==> src/rtl/muldiv_if.sv <==
// Pipeline- and sub-unit-facing signals of the multiply/divide sequencer.
// slave = the sequencer, master = the EX stage plus the multiplier/divider cores.
interface muldiv_if #(parameter int DATA_W = 32);
  logic                  op_valid;
  logic [2:0]            op_code;
  logic [DATA_W-1:0]     rs_val;
  logic [DATA_W-1:0]     rt_val;
  logic                  rd_req;
  logic                  rd_sel;
  logic [DATA_W-1:0]     rd_data;
  logic                  stall;
  logic                  busy;
  logic                  err;
  logic                  mul_start;
  logic [DATA_W-1:0]     mul_a;
  logic [DATA_W-1:0]     mul_b;
  logic                  mul_done;
  logic [2*DATA_W-1:0]   mul_product;
  logic                  div_start;
  logic [DATA_W-1:0]     div_dividend;
  logic [DATA_W-1:0]     div_divisor;
  logic                  div_done;
  logic [DATA_W-1:0]     div_quot;
  logic [DATA_W-1:0]     div_rem;

  modport slave (
    input  op_valid, op_code, rs_val, rt_val, rd_req, rd_sel,
           mul_done, mul_product, div_done, div_quot, div_rem,
    output rd_data, stall, busy, err, mul_start, mul_a, mul_b,
           div_start, div_dividend, div_divisor
  );

  modport master (
    output op_valid, op_code, rs_val, rt_val, rd_req, rd_sel,
           mul_done, mul_product, div_done, div_quot, div_rem,
    input  rd_data, stall, busy, err, mul_start, mul_a, mul_b,
           div_start, div_dividend, div_divisor
  );
endinterface

==> src/rtl/muldiv_ctrl.sv <==
// MIPS mult/div sequencer: owns HI/LO, drives the signed multiplier and unsigned divider.
// Optional HILO_FWD_EN: forward the fixed-up result to rd_data during FIX instead of stalling.
module muldiv_ctrl #(
  parameter int DATA_W      = 32,
  parameter int TIMEOUT_CYC = 40
) (
  input logic     clk,
  input logic     rst_n,
  muldiv_if.slave bus
);
  localparam int CW  = $clog2(TIMEOUT_CYC + 1);
  localparam int MSB = DATA_W - 1;

  localparam logic [2:0] OP_MULT  = 3'b000;
  localparam logic [2:0] OP_MULTU = 3'b001;
  localparam logic [2:0] OP_DIV   = 3'b010;
  localparam logic [2:0] OP_DIVU  = 3'b011;
  localparam logic [2:0] OP_MTHI  = 3'b100;
  localparam logic [2:0] OP_MTLO  = 3'b101;

  typedef enum logic [1:0] {IDLE, MUL_WAIT, DIV_WAIT, FIX} state_t;

  state_t            state;
  logic [2:0]        op_r;
  logic [DATA_W-1:0] a_r, b_r, hi, lo, raw_hi, raw_lo, dvd_r, dvs_r;
  logic [DATA_W-1:0] fix_hi, fix_lo;
  logic              dz_r, err_r, mul_start_r, div_start_r;
  logic [CW-1:0]     cnt;
  logic              timeout;

  assign timeout = (cnt == CW'(TIMEOUT_CYC - 1));

  // Raw results are latched on done; sign/unsigned correction happens here in FIX.
  always_comb begin
    fix_hi = raw_hi;
    fix_lo = raw_lo;
    if (dz_r) begin
      fix_lo = '1;
      fix_hi = a_r;
    end else begin
      case (op_r)
        OP_MULTU: fix_hi = raw_hi + (a_r[MSB] ? b_r : '0) + (b_r[MSB] ? a_r : '0);
        OP_DIV: begin
          if (a_r[MSB] ^ b_r[MSB]) fix_lo = -raw_lo;
          if (a_r[MSB])            fix_hi = -raw_hi;
        end
        default: ;
      endcase
    end
  end

  always_ff @(posedge clk) begin
    if (!rst_n) begin
      state       <= IDLE;
      op_r        <= '0;
      a_r         <= '0;
      b_r         <= '0;
      dvd_r       <= '0;
      dvs_r       <= '0;
      hi          <= '0;
      lo          <= '0;
      raw_hi      <= '0;
      raw_lo      <= '0;
      dz_r        <= 1'b0;
      err_r       <= 1'b0;
      mul_start_r <= 1'b0;
      div_start_r <= 1'b0;
      cnt         <= '0;
    end else begin
      mul_start_r <= 1'b0;
      div_start_r <= 1'b0;
      case (state)
        IDLE: if (bus.op_valid) begin
          err_r <= 1'b0;
          op_r  <= bus.op_code;
          a_r   <= bus.rs_val;
          b_r   <= bus.rt_val;
          dz_r  <= 1'b0;
          cnt   <= '0;
          case (bus.op_code)
            OP_MULT, OP_MULTU: begin
              mul_start_r <= 1'b1;
              state       <= MUL_WAIT;
            end
            OP_DIV, OP_DIVU: begin
              if (bus.rt_val == '0) begin
                dz_r  <= 1'b1;
                state <= FIX;
              end else begin
                dvd_r <= (bus.op_code == OP_DIV && bus.rs_val[MSB]) ? -bus.rs_val : bus.rs_val;
                dvs_r <= (bus.op_code == OP_DIV && bus.rt_val[MSB]) ? -bus.rt_val : bus.rt_val;
                div_start_r <= 1'b1;
                state       <= DIV_WAIT;
              end
            end
            OP_MTHI: hi <= bus.rs_val;
            OP_MTLO: lo <= bus.rs_val;
            default: ;
          endcase
        end
        MUL_WAIT: begin
          if (bus.mul_done) begin
            raw_hi <= bus.mul_product[2*DATA_W-1:DATA_W];
            raw_lo <= bus.mul_product[DATA_W-1:0];
            state  <= FIX;
          end else if (timeout) begin
            err_r <= 1'b1;
            state <= IDLE;
          end else begin
            cnt <= cnt + 1'b1;
          end
        end
        DIV_WAIT: begin
          if (bus.div_done) begin
            raw_hi <= bus.div_rem;
            raw_lo <= bus.div_quot;
            state  <= FIX;
          end else if (timeout) begin
            err_r <= 1'b1;
            state <= IDLE;
          end else begin
            cnt <= cnt + 1'b1;
          end
        end
        FIX: begin
          hi    <= fix_hi;
          lo    <= fix_lo;
          state <= IDLE;
        end
        default: state <= IDLE;
      endcase
    end
  end

  assign bus.busy         = (state != IDLE);
  assign bus.err          = err_r;
  assign bus.mul_start    = mul_start_r;
  assign bus.mul_a        = a_r;
  assign bus.mul_b        = b_r;
  assign bus.div_start    = div_start_r;
  assign bus.div_dividend = dvd_r;
  assign bus.div_divisor  = dvs_r;

`ifdef HILO_FWD_EN
  assign bus.stall   = bus.busy & (bus.op_valid | (bus.rd_req & (state != FIX)));
  assign bus.rd_data = (state == FIX) ? (bus.rd_sel ? fix_hi : fix_lo)
                                      : (bus.rd_sel ? hi : lo);
`else
  assign bus.stall   = bus.busy & (bus.op_valid | bus.rd_req);
  assign bus.rd_data = bus.rd_sel ? hi : lo;
`endif
endmodule
==> src/flat_wrapper.sv <==
// flat-port wrapper written by rule: the top's interface ports become plain ports
module muldiv_ctrl_flat 
#(
  parameter int DATA_W      = 32,
  parameter int TIMEOUT_CYC = 40
)
  (clk, rst_n, bus_op_valid, bus_op_code, bus_rs_val, bus_rt_val, bus_rd_req, bus_rd_sel, bus_mul_done, bus_mul_product, bus_div_done, bus_div_quot, bus_div_rem, bus_rd_data, bus_stall, bus_busy, bus_err, bus_mul_start, bus_mul_a, bus_mul_b, bus_div_start, bus_div_dividend, bus_div_divisor);
  muldiv_if #(.DATA_W(DATA_W)) bus_i ();
  input logic clk;
  input logic rst_n;
  input wire logic [$bits(bus_i.op_valid)-1:0] bus_op_valid;
  input wire logic [$bits(bus_i.op_code)-1:0] bus_op_code;
  input wire logic [$bits(bus_i.rs_val)-1:0] bus_rs_val;
  input wire logic [$bits(bus_i.rt_val)-1:0] bus_rt_val;
  input wire logic [$bits(bus_i.rd_req)-1:0] bus_rd_req;
  input wire logic [$bits(bus_i.rd_sel)-1:0] bus_rd_sel;
  input wire logic [$bits(bus_i.mul_done)-1:0] bus_mul_done;
  input wire logic [$bits(bus_i.mul_product)-1:0] bus_mul_product;
  input wire logic [$bits(bus_i.div_done)-1:0] bus_div_done;
  input wire logic [$bits(bus_i.div_quot)-1:0] bus_div_quot;
  input wire logic [$bits(bus_i.div_rem)-1:0] bus_div_rem;
  output wire logic [$bits(bus_i.rd_data)-1:0] bus_rd_data;
  output wire logic [$bits(bus_i.stall)-1:0] bus_stall;
  output wire logic [$bits(bus_i.busy)-1:0] bus_busy;
  output wire logic [$bits(bus_i.err)-1:0] bus_err;
  output wire logic [$bits(bus_i.mul_start)-1:0] bus_mul_start;
  output wire logic [$bits(bus_i.mul_a)-1:0] bus_mul_a;
  output wire logic [$bits(bus_i.mul_b)-1:0] bus_mul_b;
  output wire logic [$bits(bus_i.div_start)-1:0] bus_div_start;
  output wire logic [$bits(bus_i.div_dividend)-1:0] bus_div_dividend;
  output wire logic [$bits(bus_i.div_divisor)-1:0] bus_div_divisor;
  assign bus_i.op_valid = bus_op_valid;
  assign bus_i.op_code = bus_op_code;
  assign bus_i.rs_val = bus_rs_val;
  assign bus_i.rt_val = bus_rt_val;
  assign bus_i.rd_req = bus_rd_req;
  assign bus_i.rd_sel = bus_rd_sel;
  assign bus_i.mul_done = bus_mul_done;
  assign bus_i.mul_product = bus_mul_product;
  assign bus_i.div_done = bus_div_done;
  assign bus_i.div_quot = bus_div_quot;
  assign bus_i.div_rem = bus_div_rem;
  assign bus_rd_data = bus_i.rd_data;
  assign bus_stall = bus_i.stall;
  assign bus_busy = bus_i.busy;
  assign bus_err = bus_i.err;
  assign bus_mul_start = bus_i.mul_start;
  assign bus_mul_a = bus_i.mul_a;
  assign bus_mul_b = bus_i.mul_b;
  assign bus_div_start = bus_i.div_start;
  assign bus_div_dividend = bus_i.div_dividend;
  assign bus_div_divisor = bus_i.div_divisor;
  muldiv_ctrl #(.DATA_W(DATA_W), .TIMEOUT_CYC(TIMEOUT_CYC)) u_core (.clk(clk), .rst_n(rst_n), .bus(bus_i));
endmodule
==> config.mk <==
export PLATFORM = sky130hd
export DESIGN_NAME = muldiv_ctrl_flat
export DESIGN_NICKNAME = d
export VERILOG_FILES = /design/src/rtl/muldiv_if.sv /design/src/rtl/muldiv_ctrl.sv /design/src/flat_wrapper.sv
export SDC_FILE = /design/constraint.sdc
export NUM_CORES = 1
export LEC_CHECK = 0
export BUFFER_PORTS_ARGS = -buffer_cell sky130_fd_sc_hd__buf_2
export CAP_MARGIN = 20
export CORE_MARGIN = 1.5
export CORE_UTILIZATION = 56
export DETAILED_ROUTE_END_ITERATION = 8
export PLACE_DENSITY_LB_ADDON = 0.08
export SYNTH_ARGS = -nofsm -noshare
export SYNTH_HDL_FRONTEND = slang
export SYNTH_SLANG_ARGS = --single-unit
export TNS_END_PERCENT = 30
==> constraint.sdc <==
create_clock -name clk -period 4.3 [get_ports clk]
set_input_delay 0.645 -clock clk [delete_from_list [all_inputs] [get_ports clk]]
set_output_delay 0.645 -clock clk [all_outputs]
set_load 0.02 [all_outputs]
Yosys cells after proc, flatten, opt, wreduce, memory -nomap -nowiden
Index checks and enable logic that the tools add are counted.

Equality and inequality tests: 19. Muxes and demuxes: 44. Bitwise operators: 4. Reduce and logical (&&, ||, !) cells: 20. Add/sub/neg operators: 7.

Operators with widths (count): $mux W32 (18); $pmux W32 S2 (5); $neg A32 Y32 (4); $add A32 B32 Y32 (2); $logic_not A32 Y1 (1); $mux W6 (4); $pmux W6 S3 (1); $ne A2 B2 Y1 const B (7); $reduce_and A3 Y1 (4); $reduce_and A4 Y1 (3); $eq A3 B2 Y1 const B (3); $mux W1 (9); $mux W2 (4); $pmux W2 S4 (1); $add A6 B1 Y6 const B (1); $eq A3 B1 Y1 const B (2); $eq A3 B3 Y1 const B (2); $eq A6 B6 Y1 const B (1); $reduce_bool A2 Y1 (3); $eq A2 B2 Y1 const B (2); $pmux W2 S2 (1); $reduce_and A2 Y1 (2); $reduce_or A2 Y1 (2); $logic_not A3 Y1 (1); other kinds (10) (11).

Output and inout bits: 165. Register bits after elaboration: 271. Word-level logic and storage cells: 109.

Logic depth before layout (Yosys ltp)
Depth after elaboration: 6. Mapped depth: 15.

Worst setup path after synthesis
OpenSTA, ideal clock, no wires.

Kind: register to register. From: register u_core.a_r[31] (netlist: u_core.bus.mul_a[31]). To: register u_core.hi[23]. Data arrival time: 3.757 ns. Cell stages (with the launch flop): 16. Library setup time: 0.116 ns. Path slack: 0.426 ns. Path buffers: 2. Cells stage by stage: dfxtp_1 clkbuf_1 buf_1 nand2_1 fa_1 inv_1 ha_1 fa_1 a21o_1 nand4_1 a21o_1 o21a_1 o31ai_1 a221o_1 xor2_1 a31o_2.

Longest elaborated chain between the ends: 6. Elaborated cells on any way between the ends: 7. Those cells by class: add/sub: 2; mux: 5.

RTL lines: start: declaration (RTL line muldiv_ctrl.sv:25) `logic [DATA_W-1:0] a_r, b_r, hi, lo, raw_hi, raw_lo, dvd_r, dvs_r;`; start signal: assignment (RTL line muldiv_ctrl.sv:76) `a_r <= bus.rs_val;`; $mux W32 (RTL line muldiv_ctrl.sv:42) `OP_MULTU: fix_hi = raw_hi + (a_r[MSB] ? b_r : '0) + (b_r[MSB] ? a_r : '0);`; $add A32 B32 Y32 (2 in series) (RTL line muldiv_ctrl.sv:42); $pmux W32 S2 * (RTL line muldiv_ctrl.sv:41) `case (op_r)`; $mux W32 * (RTL line muldiv_ctrl.sv:37) `if (dz_r) begin`; $pmux W32 S2 * (RTL line muldiv_ctrl.sv:72) `case (state)`; end signal: assignment (RTL line muldiv_ctrl.sv:96) `OP_MTHI: hi <= bus.rs_val;`; end signal: assignment (RTL line muldiv_ctrl.sv:126) `hi <= fix_hi;`; end: declaration (RTL line muldiv_ctrl.sv:25).

Every way passes the cells marked *; elsewhere a longest branch is shown, timed or not. A chain may end at the register's enable or synchronous reset.

Final worst setup path
From: register u_core.b_r[31] (netlist: u_core.bus.mul_b[31]). To: register u_core.hi[26].

Longest elaborated chain between the ends: 5.

RTL lines: start: declaration (RTL line muldiv_ctrl.sv:25); start signal: assignment (RTL line muldiv_ctrl.sv:77) `b_r <= bus.rt_val;`; $mux W32 (RTL line muldiv_ctrl.sv:42); $add A32 B32 Y32 (RTL line muldiv_ctrl.sv:42); $pmux W32 S2 (RTL line muldiv_ctrl.sv:41); $mux W32 (RTL line muldiv_ctrl.sv:37); $pmux W32 S2 (RTL line muldiv_ctrl.sv:72).

No other way between the ends.

==> metrics.md <==
| Metric | Value |
|---|---|
| Result of the run | completed |
| Net count reported at finish | 2750 |
| Summed instance area of the synthesized netlist | 0.01701 mm² |
| Async set-reset flop share out of synthesis | 0 |
| Pwr/cell area | 519.5 mW/mm² |
| Antenna diodes | 0 |
| Sequential group share of total power | 0.344 |
| DR WL/cell | 21.12 µm |
| Count of flip-flops with a built-in enable after synthesis | 0 |
| Post-CTS repair timing setup buffer count | 0 |
| Leading cell types by count after synthesis | 319 x nand2_1, 271 x dfxtp_1, 219 x a21oi_1 |
| Number of hold-slack violations in the final timing report | 0 |
| Count of input and output buffers | 366 |
| Final non-filler cell total | 2884 |
| Post-Route WL | 60900 µm |
| Clock group share of total power | 0.238 |
| Synth Area per Inst | 7.751 µm² |
| Vias | 17690 |
| Slew at the pin closest to its max-slew limit | 991.8 ps |
| Full die area | 0.03142 mm² |
| Switching Share | 0.4343 |
| Most repeated cell in the gate-level netlist after synthesis | nand2_1 |
| I/O pin total | 367 |
| Global placer's final weighted congestion | 1.011 |
| Max Clk Rate | 0.2580 GHz |
| Number of rows created at floorplan | 63 |
| Ranking of synthesized cells by area | dfxtp_1 32%, nand2_1 7.0%, a21oi_1 6.4% |
| Max Transition Viols Final | 0 |
| Half-perimeter wire length after detailed placement | 46240 µm |
| Tcrit/Tclk final | 0.9013 |
| Max rail drop VDD | 0.5090 mV |
| Worst Hold Slack | 341.6 ps |
| DRC violation total after the first TritonRoute iteration | 1659 |
| Area of the multi-input gates | 0.01055 mm² |
| Vertical die dimension | 177.3 µm |
| Routed via count divided by cell count | 6.135 |
| Yosys cell types | 74 |
| Width of the chip | 177.3 µm |
| Endpoint type of the worst setup path | register |
| Worst clock skew on the final layout | 39.79 ps |
| Kind of path behind the tightest hold check | in -> reg |
| Register-to-register setup slack | 420 ps |
| Area leader, netlist | dfxtp_1 |
| Number of buffers created by CTS | 29 |
| Fraction of synthesized cell area taken by the top area cell type | 0.3190 |
| Resized Gates After CTS | 0 |
| DRC errors left | 0 |
| Worst Path Required | 4800 ps |
| Total area of sequential cells | 0.005425 mm² |
| Worst-skew pair later-pin latency | 590 ps |
| ANT nets after route | 0 |
| Kind of launch point of the worst setup path | register |
| Final TNS setup | 0 ps |
| Sink count of the clock tree | 271 |
| Antenna violations before repair | 1 |
| RSZ-0062 raised after global routing | no |
| H-tree level count | 1 |
| Power Total | 10.41 mW |
| Total of flip-flops plus latches after synthesis | 271 |
| Power Internal | 5.890 mW |
| Most common flop cell mapped by yosys | dfxtp_1 |
| Cells after DPL | 2835 |
| Syn Nets | 2468 |
| Net switching power | 4.522 mW |
| YS warnings | 0 |
| Critical Path AT | 4370 ps |
| Clock Path Buffers | 3 |
| Clock-pin transition on the worst setup and hold timing paths | 70 ps |
| Final min period | 3875 ps |
| Gr ovfl total | 0 |
| Share of layout cells above drive strength 1 | 0.2045 |
| Total routing usage reported by global routing | 0.3751 |
| Initial core utilization | 0.5708 |
| Worst relative slew slack | 0.3327 |
| Sequential-to-total area share from yosys stat | 0.3190 |
| Leakage power total | 8.569 nW |
| Kind of critical path | reg -> reg |
| Combinational Power Share | 0.418 |
| Global-route wire length before repair | 91100 µm |
| Crit Path Max Fanout | 16 |
| Number of fill cells in the layout | 2550 |
| DRT Pass-1 Iters | 6 |
| Vias in the first global route | 16100 |
| Pin count of the biggest net entering global routing | 124 |
| Post-synthesis to final-layout area growth | 17.84% |
| Cells after synthesis | 2194 |
| CTS root buffer | clkbuf_16 |
| Max capacitance violation total | 0 |
| Setup violators final | 0 |
| Cts-stage hold buffer count | 0 |
| CTS tree | done |
| Core Footprint | 0.02980 mm² |
per-layer routing:
layer	global-route usage	up-vias	wire, µm
met5	0	-	0
met3	0.04961	146	5998
li1	-	8342	-
met4	0.1670	0	2790
met2	0.5780	1009	26280
met1	0.5229	8197	25830
cell usage in the layout (no fill, tap or decap), types with 9 or more instances in the layout:
| cell | instances |
|---|---|
| xor2_1 | 57 |
| o211ai_1 | 17 |
| and2_1 | 14 |
| nor2_1 | 196 |
| nor3_1 | 32 |
| fa_1 | 32 |
| ha_1 | 38 |
| mux2i_1 | 80 |
| inv_1 | 124 |
| a21oi_1 | 218 |
| and3_1 | 13 |
| nand4_1 | 15 |
| nand2_1 | 318 |
| mux2_2 | 32 |
| a21o_1 | 15 |
| buf_2 | 366 |
| xnor2_1 | 53 |
| o41ai_1 | 12 |
| nor3b_1 | 9 |
| o31ai_1 | 21 |
| a211oi_1 | 124 |
| or3_1 | 11 |
| o221ai_1 | 34 |
| dfxtp_1 | 271 |
| o21ai_0 | 99 |
| nor4_1 | 17 |
| buf_4 | 40 |
| clkbuf_16 | 29 |
| nand3_1 | 38 |
| nand2b_1 | 11 |
| a31oi_1 | 22 |
kinds of logic after synthesis:
group           after synthesis  share of synthesized area
simple gates                705                     0.1828
compound gates              641                     0.2429
buf+inv                     283                    0.06320
flops                       271                     0.3190
mux                         112                    0.06828
xor+xnor                    110                    0.05665
fa+ha+maj                    72                    0.06710
per-stage QoR:
| step | setup slack (ps) | area (µm²) | util |
|---|---|---|---|
| 2_1_floorplan | 426.3 | 17010 | - |
| 3_3_place_gp | 550.1 | 19130 | 0.6419 |
| 3_5_place_dp | 483.1 | 19130 | 0.6419 |
| 4_1_cts | 472.6 | 20040 | 0.6726 |
| 5_1_grt | 25.09 | 20040 | 0.6726 |
| 6_report | 424.6 | 20040 | 0.6726 |
cell type report:
type | count | share of cell area
timing repair buffer | 409 | 0.1094
inverter | 125 | 0.02366
clock inverter | 9 | 0.005806
clock buffer | 40 | 0.03977
sequential | 271 | 0.2707
multi-input combinational | 1640 | 0.5263
tap | 390 | 0.02435
worst paths after layout:
kind,start,end,depth (start not counted)
worst max-delay path,u_core.bus.mul_b[31],u_core.hi[26],13
worst min-delay path,bus_rt_val[26],u_core.bus.mul_b[26],3
worst max register to register,u_core.bus.mul_b[31],u_core.hi[26],13
worst min register to register,u_core.lo[21],u_core.lo[21],2
state kept, by name, summed over array words and instances (netlist names), 2 cells and up:
name and flops:
u_core.bus.div_dividend 32, u_core.bus.div_divisor 32, u_core.bus.mul_a 32, u_core.bus.mul_b 32
u_core.cnt 6, u_core.hi 32, u_core.lo 32, u_core.op_r 3
u_core.raw_hi 32, u_core.raw_lo 32, u_core.state 2
power by group through the flow:
stage	combinational (mW)	clock [mW]	sequential [mW]
global route	4.76	2.59	3.62
floorplan	2.84	0	3.54
finish	4.35	2.48	3.58
global placement	4.17	0	3.58
CTS	4.28	2.49	3.55
detailed placement	4.26	0	3.60
critical path: stages (launching register included):
cell and delay, ps:
dfxtp_1 530, buf_4 280, nand2_1 100, fa_1 510, inv_1 40, ha_1 380
a2111oi_0 440, o21ai_0 180, a31oi_1 440, o21ai_0 170, a21oi_1 250, xnor2_1 160
nand2_1 70, a221oi_1 250
Power figures use the tool's default switching activity.
